File: config.mk
export PLATFORM = sky130hd
export DESIGN_NAME = vga_timing_gen_flat
export DESIGN_NICKNAME = d
export VERILOG_FILES = /design/src/rtl/vga_timing_gen_if.sv /design/src/rtl/vga_timing_gen.sv /design/src/flat_wrapper.sv
export SDC_FILE = /design/constraint.sdc
export NUM_CORES = 1
export LEC_CHECK = 0
export ABC_AREA = 1
export BUFFER_PORTS_ARGS = -buffer_cell sky130_fd_sc_hd__buf_2
export CORE_ASPECT_RATIO = 1.5
export CORE_MARGIN = 1.5
export CORE_UTILIZATION = 50
export CTS_CLUSTER_DIAMETER = 30
export DETAILED_ROUTE_END_ITERATION = 8
export PLACE_DENSITY = 0.82
export SYNTH_ARGS = -nofsm -noshare
export SYNTH_HDL_FRONTEND = slang
export SYNTH_SLANG_ARGS = --single-unit
export TNS_END_PERCENT = 30
File: constraint.sdc
create_clock -name clk -period 4.2 [get_ports clk]
set_input_delay 0 -clock clk [delete_from_list [all_inputs] [get_ports clk]]
set_output_delay 0 -clock clk [all_outputs]
set_load 0.005 [all_outputs]
File: src/rtl/vga_timing_gen_if.sv
// Raster timing bundle between vga_timing_gen and its consumers (video_gen, DAC, connector).
interface vga_timing_gen_if;
  logic       vga_clk;
  logic       pix_en;
  logic       hsync;
  logic       vsync;
  logic       blank_b;
  logic       sync_b;
  logic       frame_start;
  logic [9:0] x;
  logic [9:0] y;

  modport master (
    output vga_clk, pix_en, hsync, vsync, blank_b, sync_b, frame_start, x, y
  );

  modport slave (
    input vga_clk, pix_en, hsync, vsync, blank_b, sync_b, frame_start, x, y
  );
endinterface

File: src/rtl/vga_timing_gen.sv
// Free-running VGA raster timing: clock divider, h/v counters and registered sync/blank decode.
module vga_timing_gen #(
  parameter int unsigned HACTIVE = 640,
  parameter int unsigned HFP     = 16,
  parameter int unsigned HSYN    = 96,
  parameter int unsigned HBP     = 48,
  parameter int unsigned VACTIVE = 480,
  parameter int unsigned VFP     = 10,
  parameter int unsigned VSYN    = 2,
  parameter int unsigned VBP     = 33,
  parameter int unsigned CLK_DIV = 2
) (
  input  logic             clk,
  input  logic             rst,
  vga_timing_gen_if.master vga
);

  localparam int unsigned HTOTAL = HACTIVE + HFP + HSYN + HBP;
  localparam int unsigned VTOTAL = VACTIVE + VFP + VSYN + VBP;
  localparam int unsigned HW     = $clog2(HTOTAL);
  localparam int unsigned VW     = $clog2(VTOTAL);
  localparam int unsigned DW     = $clog2(CLK_DIV);

  localparam logic [DW-1:0] DIV_LAST   = DW'(CLK_DIV - 1);
  localparam logic [DW-1:0] DIV_HALF   = DW'(CLK_DIV / 2);
  localparam logic [HW-1:0] H_LAST     = HW'(HTOTAL - 1);
  localparam logic [HW-1:0] H_ACT      = HW'(HACTIVE);
  localparam logic [HW-1:0] H_SYNC_ON  = HW'(HACTIVE + HFP);
  localparam logic [HW-1:0] H_SYNC_OFF = HW'(HACTIVE + HFP + HSYN);
  localparam logic [VW-1:0] V_LAST     = VW'(VTOTAL - 1);
  localparam logic [VW-1:0] V_ACT      = VW'(VACTIVE);
  localparam logic [VW-1:0] V_SYNC_ON  = VW'(VACTIVE + VFP);
  localparam logic [VW-1:0] V_SYNC_OFF = VW'(VACTIVE + VFP + VSYN);

  logic [DW-1:0] divcnt_q, divcnt_d;
  logic [HW-1:0] hcnt_q, hcnt_d;
  logic [VW-1:0] vcnt_q, vcnt_d;
  logic          pix_en_q, vga_clk_q, hsync_q, vsync_q, blank_b_q, frame_start_q;
  logic          h_wrap, frame_wrap;

  always_comb begin
    divcnt_d   = (divcnt_q == DIV_LAST) ? '0 : divcnt_q + 1'b1;
    h_wrap     = pix_en_q && (hcnt_q == H_LAST);
    frame_wrap = h_wrap && (vcnt_q == V_LAST);
    hcnt_d     = hcnt_q;
    vcnt_d     = vcnt_q;
    if (pix_en_q) begin
      hcnt_d = h_wrap ? '0 : hcnt_q + 1'b1;
    end
    if (h_wrap) begin
      vcnt_d = (vcnt_q == V_LAST) ? '0 : vcnt_q + 1'b1;
    end
  end

  // Decode from next-state counts so sync/blank land on the same edge as x/y.
  always_ff @(posedge clk or posedge rst) begin
    if (rst) begin
      divcnt_q      <= '0;
      hcnt_q        <= '0;
      vcnt_q        <= '0;
      pix_en_q      <= 1'b0;
      vga_clk_q     <= 1'b0;
      hsync_q       <= 1'b1;
      vsync_q       <= 1'b1;
      blank_b_q     <= 1'b0;
      frame_start_q <= 1'b0;
    end else begin
      divcnt_q      <= divcnt_d;
      hcnt_q        <= hcnt_d;
      vcnt_q        <= vcnt_d;
      pix_en_q      <= (divcnt_d == DIV_LAST);
      vga_clk_q     <= (divcnt_q >= DIV_HALF);
      hsync_q       <= !((hcnt_d >= H_SYNC_ON) && (hcnt_d < H_SYNC_OFF));
      vsync_q       <= !((vcnt_d >= V_SYNC_ON) && (vcnt_d < V_SYNC_OFF));
      blank_b_q     <= (hcnt_d < H_ACT) && (vcnt_d < V_ACT);
      frame_start_q <= frame_wrap;
    end
  end

  assign vga.vga_clk     = vga_clk_q;
  assign vga.pix_en      = pix_en_q;
  assign vga.hsync       = hsync_q;
  assign vga.vsync       = vsync_q;
  assign vga.blank_b     = blank_b_q;
  assign vga.sync_b      = 1'b0;
  assign vga.frame_start = frame_start_q;
  assign vga.x           = 10'(hcnt_q);
  assign vga.y           = 10'(vcnt_q);

endmodule

File: src/flat_wrapper.sv
// flat-port wrapper written by rule: the top's interface ports become plain ports
module vga_timing_gen_flat 
#(
  parameter int unsigned HACTIVE = 640,
  parameter int unsigned HFP     = 16,
  parameter int unsigned HSYN    = 96,
  parameter int unsigned HBP     = 48,
  parameter int unsigned VACTIVE = 480,
  parameter int unsigned VFP     = 10,
  parameter int unsigned VSYN    = 2,
  parameter int unsigned VBP     = 33,
  parameter int unsigned CLK_DIV = 2
)
  (clk, rst, vga_vga_clk, vga_pix_en, vga_hsync, vga_vsync, vga_blank_b, vga_sync_b, vga_frame_start, vga_x, vga_y);
  vga_timing_gen_if vga_i ();
  input  logic clk;
  input  logic rst;
  output wire logic [$bits(vga_i.vga_clk)-1:0] vga_vga_clk;
  output wire logic [$bits(vga_i.pix_en)-1:0] vga_pix_en;
  output wire logic [$bits(vga_i.hsync)-1:0] vga_hsync;
  output wire logic [$bits(vga_i.vsync)-1:0] vga_vsync;
  output wire logic [$bits(vga_i.blank_b)-1:0] vga_blank_b;
  output wire logic [$bits(vga_i.sync_b)-1:0] vga_sync_b;
  output wire logic [$bits(vga_i.frame_start)-1:0] vga_frame_start;
  output wire logic [$bits(vga_i.x)-1:0] vga_x;
  output wire logic [$bits(vga_i.y)-1:0] vga_y;
  assign vga_vga_clk = vga_i.vga_clk;
  assign vga_pix_en = vga_i.pix_en;
  assign vga_hsync = vga_i.hsync;
  assign vga_vsync = vga_i.vsync;
  assign vga_blank_b = vga_i.blank_b;
  assign vga_sync_b = vga_i.sync_b;
  assign vga_frame_start = vga_i.frame_start;
  assign vga_x = vga_i.x;
  assign vga_y = vga_i.y;
  vga_timing_gen #(.HACTIVE(HACTIVE), .HFP(HFP), .HSYN(HSYN), .HBP(HBP), .VACTIVE(VACTIVE), .VFP(VFP), .VSYN(VSYN), .VBP(VBP), .CLK_DIV(CLK_DIV)) u_core (.clk(clk), .rst(rst), .vga(vga_i));
endmodule
; ---- Word-level counts from Yosys, hierarchy flattened
; Cells that the tools add are included.
; Widths: inputs -> output; s select.
[totals]
regBits = 26
in_bits = 2
output_inout_bits = 27
wordCells = 32
[classes]
add_sub_neg = 3
magnitude_cmp = 7
n_eq_ne = 2
muxes = 5
n_reduce_logical = 7
[op_table]
columns = op, n
row1 = $mux 10, 4
row2 = $add 10x1->10 const B, 2
row3 = $eq 10x10->1 const B, 2
row4 = $lt 10x10->1 const B, 2
row5 = $lt 10x9->1 const B, 2
row6 = $ge 10x10->1 const B, 1
row7 = $ge 10x9->1 const B, 1
row8 = $logic_and 1x1->1, 5
row9 = $logic_not 1->1, 2
row10 = $add 1x1->1 const B, 1
row11 = $ge 1x1->1 const B, 1
row12 = $mux 1, 1

; ---- Logic depth before layout (Yosys ltp)
; Gate-level depths: netlist of the first run.
[depth]
ltp_word = 7
mapped_depth = 12
mapped_depth_nobuf = 12

; ---- Worst setup path before layout of the first run
; No wires, ideal clock.
[synth_path]
kind = flip-flop to flip-flop
from = register u_core.hcnt_q[0], in the netlist u_core.vga.x[0]
to = register u_core.blank_b_q, in the netlist u_core.vga.blank_b
setup_time_ps = 118
t_arrival_ps = 1478
required_ps = 4082
slack_ps = 2604
stages_incl_launch_ff = 10
n_path_buf = 1
synth_period_minus_slack_ps = 1596
cell_sequence = dfrtp_1 ha_1 nand3_2 nor2_4 nand2_4 buf_6 o21bai_1 o211ai_2 nand2_1 nor2_1
[synth_via]
elab_chain_len = 6
word_cells_on_any_way = 9
[synth_lines]
columns = item, line_no
row1 = "start, declared", vga_timing_gen.sv:36  ; logic [HW-1:0] hcnt_q, hcnt_d;
row2 = "start signal, assigned", vga_timing_gen.sv:69  ; hcnt_q <= hcnt_d;
row3 = branches (longest 5 deep; another with $add 10x1->10), -
row4 = $logic_and 1x1->1 *, vga_timing_gen.sv:75  ; blank_b_q <= (hcnt_d < H_ACT) && (vcnt_d < V_ACT);
row5 = "end signal, assigned", vga_timing_gen.sv:75
row6 = "end, declared", vga_timing_gen.sv:38  ; logic pix_en_q, vga_clk_q, hsync_q, vsync_q, blank_b_q, frame_start_q;
; Every way passes the cells marked *.

==> flow_summary.toml, run 1 <==
[status]
status = "finished, final reports clean"

[job]
drv.max_cap_violation_count = 0

[sta]
rsz0062_at_grt = "no"
share_of_the_clock_period_used_by_the_worst_path_pct = 44.0
tns_ns = 0
hold_violation_count_in_the_final_report = 0
fmaxAchievable_ghz = 0.541
timing.max_slew.rel_slack_pct = 35.0
max_slew.worst_pin.slew_ns = 0.974
setup_viol = 0
finClkSkew_ns = 0.00318
final.min_clock_period_ns = 1.85
drv_slew = 0

[synthesis]
synth_enable_flop_cells = 0
yosys_most_used_dff = "dfrtp_1"
synth_largest_type_area_fraction_pct = 37.5
syn_nets = 236
postSynthAreaPerCell_um2 = 6.93
post_synth_main_area_contributors = "dfrtp_1 (38%), nand2_1 (17%), inv_1 (10%), nand3_1 (6.3%), nor2_1 (6.1%)"
synth_top_area_cell = "dfrtp_1"
synth_area_mm2 = 0.00160
asyncSetResetFlopFracSynth_pct = 100
synthDistinctLibCells = 25
yosys_register_bits = 26
syn_inst = 231
synth-seq-area-share_pct = 40.8
yosys_warning_count = 0

[drt]
dr.pass1.iters = 4
dr.first_iter.drc_count = 52
via_count = 1518
drc = 0
wl_met2_mm = 2.03
wirelength_mm = 3.74
detail_route.wirelength.met1_mm = 1.47
detail_route.vias_per_cell = 5.06
avgRoutedWirePerCell_um = 12.5
top_layer = "met4"
drtAntennaViolNets = 0
dr_wl_met3_um = 141

[clocking]
cts_tree = "yes"
cts_post_setup_buffers_inserted = 0
clk-insertion-delay-late_ns = 0.27
worst_setup_hold_path_clk_slew_ns = 0.09
clock_tree.root_cell = "clkbuf_8"
cts.hold.buffers_added = 1
clock_sinks = 26
cts-resized-gates = 0
numCtsBuffers = 3
cts_h_tree_lvls = 1
cts_buffer_depth = 2

[power_and_ir_drop]
switching_component_of_the_power_mw = 0.0837
share_seq_of_total_power_pct = 62.1
power.leakage_nw = 1.09
sw_share_pct = 20.8
vdd_ir_drop_max_mv = 0.209
power.clock.fraction_pct = 36.4
powerDensity_mw_per_mm2 = 223
fraction_of_power_consumed_by_combinational_cells_pct = 1.5
power_report.internal_total_mw = 0.319
design_power_total_mw = 0.403

[cells_and_area]
post_route_cells_drive_above_1_share_pct = 17.3
utilization_pct = 58.5
fillerInstances = 307
number_of_antenna_diodes = 0
layoutNonFillerInstCount = 300
finalInstanceArea_mm2 = 0.00181
design.final.nets = 266
flow.area_growth_from_synthesis_pct = 13.1

[floorplan]
die_w_um = 49.2
die_area_mm2 = 0.00356
floorplan.die.height_um = 72.3
core_area_mm2 = 0.00310
ioPinCount = 29
rows = 25
initial_core_util_pct = 51.7

[critical_path]
reg2reg_to = "u_core.vga.blank_b"
critPathCapture = "u_core.vga.blank_b"
r2r_setup_slack_ns = 2.35
crit_path_start_kind = "flop"
worstSetupEndpointType = "flop"
worst_r2r_path_depth = 9
critical_path.max_fanout = 13
worstPathRequired_ns = 4.37
worst_setup_path_category = "reg -> reg"
timing.critical_path.from = "u_core.divcnt_q"
timing.critical_path.arrival_ns = 2.02
origin_of_the_critical_flop_to_flop_path = "u_core.divcnt_q"

[grt]
grt_max_degree = 27
grt_util_all_layers_pct = 23.1
antenna_found_initial = 0
first_pass_grt_wire_length_mm = 6.26
overflow = 0
first_global_vias = 1387

[placement]
gp_congestion = 1.02
detailed_place_hpwl_mm = 2.86
postPlaceCellArea_mm2 = 0.00176
io_buffers = 27
placed_cells = 295

[hold_path]
min_path_type = "in -> async"
[registers in the layout, indices dropped and copies added, names as in the netlist]
register / cells
u_core.divcnt_q: 1
u_core.vga.vsync: 1
u_core.vga.x: 10
u_core.vga.hsync: 1
u_core.vga.blank_b: 1
u_core.vga.y: 10
u_core.vga.frame_start: 1
u_core.vga.vga_clk: 1
[synth_stat cells (2+ instances only)]
library cell	number
o21ai_0	7
inv_1	44
nor2_4	3
nand4_1	5
o21bai_1	4
nor2_2	2
nor2_1	26
buf_6	2
dfstp_2	2
dfrtp_1	24
nand2_1	74
nand2_2	3
nand3_1	20
ha_1	3
inv_2	2
[power by group through the flow]
stage	sequential, mW	combinational [mW]	clock (mW)
floorplan	0.255	0.00457	0
global placement	0.255	0.00556	0
detailed placement	0.255	0.00571	0
CTS	0.250	0.00639	0.149
global route	0.250	0.00742	0.160
finish	0.250	0.00606	0.147
[worst max-delay path, cell delays in order, from the launching register on]
cell     delay (ns)
dfrtp_1        0.58
nand2_1        0.11
nor2_2         0.27
nand2_4        0.20
nor2_4         0.17
nand2_1        0.07
nand2_1        0.07
nand2_1        0.06
nor2_2         0.15
nor2_1         0.06
[worst min path at each step]
stage	startpoint	endpoint	slack [ns]	depth (start not counted)
after floorplan	rst	u_core.divcnt_q	0.04	1
after global placement	rst	u_core.vga.y[2]	0.26	2
after detailed placement	rst	u_core.vga.vga_clk	0.27	2
after CTS	rst	u_core.vga.vga_clk	0.52	3
after global routing	rst	u_core.vga.y[3]	0.61	3
final	rst	u_core.vga.vga_clk	0.50	3
[cell usage in the layout, fill, tap and decap left out]
cell type and instances:
dfrtp_1 24, dlygate4sd3_1 1, nand3_1 20, nand3_2 1
nor3_1 1, conb_1 1, ha_1 3, a21oi_1 1
dfstp_2 2, nor2_2 2, o21bai_1 4, nand2_2 3
clkbuf_1 1, o211ai_2 1, nand2_4 1, inv_1 44
nand2_1 74, a21boi_0 1, nor3b_1 1, buf_2 27
o21ai_0 7, inv_2 2, nor2_1 26, nand3b_1 1
clkbuf_8 3, nand4_1 5, nor2_4 3
[stage by stage]
stage | worst slack, ns | hold WS [ns]
final | 2.35 | 0.499
after detailed placement | 2.40 | 0.270
after floorplan | 2.60 | 0.0385
after CTS | 2.37 | 0.522
after global placement | 2.44 | 0.258
after global routing | 2.19 | 0.610
[cell families after synthesis]
group | after synthesis | synth area share, %
AOI/OAI and AO/OA | 14 | 5.63
adders and majority gates | 3 | 2.35
buffers and inverters | 49 | 12.7
DFF | 26 | 40.8
other | 1 | 0.234
and+or+nand+nor | 138 | 38.3
[layout make-up]
cell class                      count  area, um2  share of cell area (%)
Multi-Input combinational cell    156        744                    41.1
Sequential cell                    26        653                    36.1
Tap cell                           40       50.0                    2.76
Timing Repair Buffer               28        145                    8.02
Inverter                           46        173                    9.54
Clock buffer                        4       45.0                    2.49
[layer usage]
metal  track usage (%)  vias up
met5                 0        -
met4              9.84        0
met3              2.06       11
met2              43.4       51
met1              26.4      699
li1                  -      757
Note: power is estimated with default switching activity, not from simulation.
==> run 2, diff against run 1 <==
==> constraint.sdc (replaced) <==
create_clock -name clk -period 1.9 [get_ports clk]
set_input_delay 0 -clock clk [delete_from_list [all_inputs] [get_ports clk]]
set_output_delay 0 -clock clk [all_outputs]
set_load 0.005 [all_outputs]
==> run 2 against run 1 <==
Global-route usage up 0.94 points. Routed wire length grew 0.59%. Die area stayed put. Critical path depth increased by 1. Sequential power rose by 120%. Clock power grew 140%. Clock skew grew 0.00076 ns. Critical path type unchanged. Hold slack worse by 0.17 ns. Maximum frequency grew 4.5%. Sequential cell count unchanged.
==> flow_summary.toml, run 2 (synthesis results as in run 1) <==
[status]
status = "finished, final reports clean"

[placement]
io_buffers = 27
placement.setup.worst_slack_ns = 0.0937
gp_congestion = 0.937
detailed_place_hpwl_mm = 2.89

[power_and_ir_drop]
power.clock.fraction_pct = 38.5
powerDensity_mw_per_mm2 = 488
power_report.internal_total_mw = 0.742
switching_component_of_the_power_mw = 0.181
design_power_total_mw = 0.923
power.leakage_nw = 1.11
fraction_of_power_consumed_by_combinational_cells_pct = 1.6
share_seq_of_total_power_pct = 59.9
vdd_ir_drop_max_mv = 0.508
sw_share_pct = 19.6

[drt]
wirelength_mm = 3.77
dr.first_iter.drc_count = 38
via_count = 1520
avgRoutedWirePerCell_um = 12.3
detail_route.vias_per_cell = 4.95
drtAntennaViolNets = 0
drc = 0
dr.pass1.iters = 4

[sta]
finClkSkew_ns = 0.00394
drv_slew = 0
hold_violation_count_in_the_final_report = 0
tns_ns = 0
whs_ns = 0.328
final.min_clock_period_ns = 1.77
rsz0062_at_grt = "no"
setup_viol = 0
fmaxAchievable_ghz = 0.565
fin_ws_ns = 0.131
share_of_the_clock_period_used_by_the_worst_path_pct = 93.1

[critical_path]
crit_path_start_kind = "flop"
path_common_cell = "nand2_1"
cpPeakStageDelay_ns = 0.43
sequence_of_cells_on_the_critical_path = "ha_1, nand3_2, nor2_4, nand2_8, nor2_4, nand2_1, nand2_1, nand2_1, nor2_2, nor2_1"
critical-path-slowest-cell = "dfrtp_1"
worst_r2r_path_depth = 10
origin_of_the_critical_flop_to_flop_path = "u_core.vga.x[0]"
r2r_setup_slack_ns = 0.13
timing.critical_path.arrival_ns = 1.94
critical_path.max_fanout = 13
worstSetupEndpointType = "flop"
reg2reg_to = "u_core.vga.blank_b"
worstPathRequired_ns = 2.07
worst_setup_path_category = "reg -> reg"

[cells_and_area]
post_route_cells_drive_above_1_share_pct = 21.0
number_of_antenna_diodes = 0
fillerInstances = 315
most-common-layout-cells = "nand2_1 (74), inv_1 (44), buf_2 (27), nor2_1 (24), dfrtp_1 (23)"
leading_cell_type_in_the_layout_fill_and_taps_excluded = "nand2_1"
flow.area_growth_from_synthesis_pct = 18.3
utilization_pct = 61.1
design.final.nets = 273

[floorplan]
floorplan.die.height_um = 72.3
ioPinCount = 29
rows = 25
die_area_mm2 = 0.00356
core_area_mm2 = 0.00310
initial_core_util_pct = 51.7
die_w_um = 49.2

[clocking]
clock_sinks = 26
cts_h_tree_lvls = 1
clock_tree.root_cell = "clkbuf_8"
worst_setup_hold_path_clk_slew_ns = 0.09
cts_buffer_depth = 2
cts_tree = "yes"
clk-insertion-delay-late_ns = 0.27
numCtsBuffers = 3

[hold_path]
min_path_type = "in -> async"

[grt]
grt_util_all_layers_pct = 24.0
overflow = 0
first_pass_grt_wire_length_mm = 6.50
antenna_found_initial = 0
first_global_vias = 1487
grt_max_degree = 27

[job]
drv.max_cap_violation_count = 0
==> run 2: final cells by class <==
class	instances	area (um2)	share of cell area (%)
multi-input cells	156	763	40.3
inverters	46	173	9.12
clock buffers	4	55.1	2.91
well taps	40	50.0	2.64
repair buffers	35	198	10.4
flip-flops and latches	26	654	34.6
==> run 2: how the worst max path moves through the flow <==
stage,from,endpoint,slack (ns),cells past startpoint
finish,u_core.vga.x[0],u_core.vga.blank_b,0.13,10
global placement,u_core.vga.x[0],u_core.vga.blank_b,0.13,10
detailed placement,u_core.vga.x[0],u_core.vga.blank_b,0.09,10
global route,u_core.vga.x[1],u_core.vga.vsync,0.01,10
CTS,u_core.vga.x[0],u_core.vga.blank_b,0.08,10
floorplan,u_core.vga.x[0],u_core.vga.blank_b,0.30,9
==> run 2: power by group through the flow <==
| stage | logic [mW] | registers [mW] | clock network [mW] |
|---|---|---|---|
| final | 0.0151 | 0.553 | 0.355 |
| after global placement | 0.0141 | 0.564 | 0 |
| after detailed placement | 0.0144 | 0.564 | 0 |
| after CTS | 0.0160 | 0.553 | 0.369 |
| after global routing | 0.0181 | 0.553 | 0.395 |
| after floorplan | 0.0101 | 0.564 | 0 |
==> run 2: repair_timing <==
item / 4_1_cts / 5_1_grt
hold endpoints to repair: 24 / 0
hold buffers: 1 / 0
setup endpoints to repair: 0 / 2
resized for setup: 0 / 5
setup buffers: 0 / 3
==> run 2: worst max-delay path: cells and delay by family, from the launching register on <==
family / cells / cell delay, ns
and+or+nand+nor: 9 / 0.98
DFF: 1 / 0.43
adders and majority gates: 1 / 0.24
==> run 2: metal layers <==
metal  track usage [%]  vias up  part of all wire (%)
met4              14.6        0                   4.3
met3              3.09       16                   4.5
met1              25.2      678                    37
li1                  -      777                     -
met2              44.9       49                    54
met5                 0        -                     0
==> run 2: metrics by stage <==
step                area [um2]  instances
global route              1890        307
global placement          1790        299
detailed placement        1790        299
floorplan                 1600        231
CTS                       1850        304
finish                    1890        307
==> run 3, diff against run 2 <==
--- a/config.mk
+++ b/config.mk
@@ -8,11 +8,10 @@
 export ABC_AREA = 1
 export BUFFER_PORTS_ARGS = -buffer_cell sky130_fd_sc_hd__buf_2
 export CORE_ASPECT_RATIO = 1.5
-export CORE_MARGIN = 1.5
 export CORE_UTILIZATION = 50
 export CTS_CLUSTER_DIAMETER = 30
 export DETAILED_ROUTE_END_ITERATION = 8
-export PLACE_DENSITY = 0.82
+export PLACE_DENSITY = 0.73
 export SYNTH_ARGS = -nofsm -noshare
 export SYNTH_HDL_FRONTEND = slang
 export SYNTH_SLANG_ARGS = --single-unit
==> run 3 against run 2 <==
Total power decreased by 4.8%. Critical path depth is the same. Sequential power barely moved. Final cell count grew 0.98%. Clock power decreased by 13%. Critical path type unchanged.
==> flow_summary.toml, run 3 (synthesis results as in run 1) <==
[drt]
dr.first_iter.drc_count = 47
dr.pass1.iters = 4
wirelength_mm = 3.98
drc = 0
via_count = 1556
drtAntennaViolNets = 0
detail_route.vias_per_cell = 5.02
avgRoutedWirePerCell_um = 12.8

[cells_and_area]
flow.area_growth_from_synthesis_pct = 19.8
leading_cell_type_in_the_layout_fill_and_taps_excluded = "nand2_1"
fillerInstances = 286
post_route_cells_drive_above_1_share_pct = 21.4
design.final.nets = 277
number_of_antenna_diodes = 0
most-common-layout-cells = "nand2_1 (74), inv_1 (44), buf_2 (27), nor2_1 (26), dfrtp_1 (23)"
layoutNonFillerInstCount = 310

[clocking]
cts_tree = "yes"
cts_buffer_depth = 2
cts_h_tree_lvls = 1
clock_tree.root_cell = "clkbuf_8"
worst_setup_hold_path_clk_slew_ns = 0.09
clk-insertion-delay-late_ns = 0.27
clock_sinks = 26
numCtsBuffers = 3

[job]
drv.max_cap_violation_count = 0

[sta]
hold_violation_count_in_the_final_report = 0
rsz0062_at_grt = "no"
fmaxAchievable_ghz = 0.569
drv_slew = 0
final.min_clock_period_ns = 1.76
tns_ns = 0
finClkSkew_ns = 0.00899
fin_ws_ns = 0.141
share_of_the_clock_period_used_by_the_worst_path_pct = 92.6
setup_viol = 0

[grt]
first_global_vias = 1505
first_pass_grt_wire_length_mm = 6.45
antenna_found_initial = 0
overflow = 0
grt_util_all_layers_pct = 25.9
grt_max_degree = 27

[hold_path]
min_path_type = "in -> async"

[placement]
detailed_place_hpwl_mm = 2.94
gp_congestion = 0.918
placed_cells = 300
placement.setup.worst_slack_ns = 0.0577
io_buffers = 27

[floorplan]
die_w_um = 48.2
ioPinCount = 29
die_area_mm2 = 0.00344
floorplan.die.height_um = 71.3
core_area_mm2 = 0.00297
rows = 24
initial_core_util_pct = 53.8

[power_and_ir_drop]
power.leakage_nw = 1.12
powerDensity_mw_per_mm2 = 458
vdd_ir_drop_max_mv = 0.303

[critical_path]
worstSetupEndpointType = "flop"
worst_setup_path_category = "reg -> reg"
worstPathRequired_ns = 2.05
r2r_setup_slack_ns = 0.14
critical_path.max_fanout = 10
reg2reg_to = "u_core.vga.blank_b"
origin_of_the_critical_flop_to_flop_path = "u_core.vga.x[1]"
timing.critical_path.arrival_ns = 1.91
crit_path_start_kind = "flop"
worst_r2r_path_depth = 10

[status]
status = "finished, final reports clean"
==> run 3: cell types whose count changed in the layout (fill, tap and decap cells not counted), sizes merged <==
cell / before / now
buf: 34 / 38
==> run 3: through the flow <==
stage / hold WS, ns / util [%] / total power, mW / instance area (um2)
detailed placement: 0.0704 / 60.5 / 0.578 / 1800
global route: 0.404 / 64.5 / 0.914 / 1920
CTS: 0.328 / 62.4 / 0.891 / 1850
global placement: 0.0712 / 60.5 / 0.578 / 1800
finish: 0.329 / 64.5 / 0.879 / 1920
floorplan: 0.0385 / - / 0.574 / 1600
==> run 3: layer usage <==
layer / share of wire (%) / GRT usage (%) / vias to the layer above
met5: 0 / 0 / -
met4: 2.7 / 10.2 / 0
met3: 4.0 / 4.03 / 13
met2: 56 / 46.1 / 52
met1: 37 / 28.5 / 709
li1: - / - / 782
==> run 3: repair_timing <==
| action | in CTS | in global routing |
|---|---|---|
| endpoints found under the setup margin | 0 | 3 |
| gates resized for setup | 0 | 3 |
| buffers inserted | 0 | 5 |
| hold buffers | 1 | 0 |
| endpoints found under the hold margin | 24 | 0 |
==> run 3: power breakdown <==
| group | internal [mW] | switching, mW |
|---|---|---|
| clock | 0.150 | 0.161 |
| combinational | 0.00358 | 0.0119 |
| sequential | 0.553 | 0 |
==> run 3: area by class of cell <==
type	instances	area [um2]	share of cell area (%)
multi-input cells	156	756	39.4
repair buffers	39	240	12.5
inverters	46	173	9.01
flip-flops and latches	26	654	34.1
clock buffers	4	45.0	2.35
well taps	39	48.8	2.55
==> run 3: critical path: stages, from the launching register on <==
cell,delay (ns)
dfrtp_1,0.41
ha_2,0.22
nand3_2,0.12
nor2_4,0.21
nand2_8,0.12
nor2_4,0.15
nand2_1,0.06
nand2_1,0.07
nand2_1,0.06
nor2_2,0.15
nor2_1,0.06
==> run 3: worst max path at each step <==
stage	startpoint	endpoint	cells past startpoint
floorplan	u_core.vga.x[0]	u_core.vga.blank_b	9
global placement	u_core.vga.x[0]	u_core.vga.blank_b	10
detailed placement	u_core.vga.x[0]	u_core.vga.blank_b	10
CTS	u_core.vga.x[0]	u_core.vga.blank_b	10
global route	u_core.vga.x[1]	u_core.vga.blank_b	10
finish	u_core.vga.x[1]	u_core.vga.blank_b	10
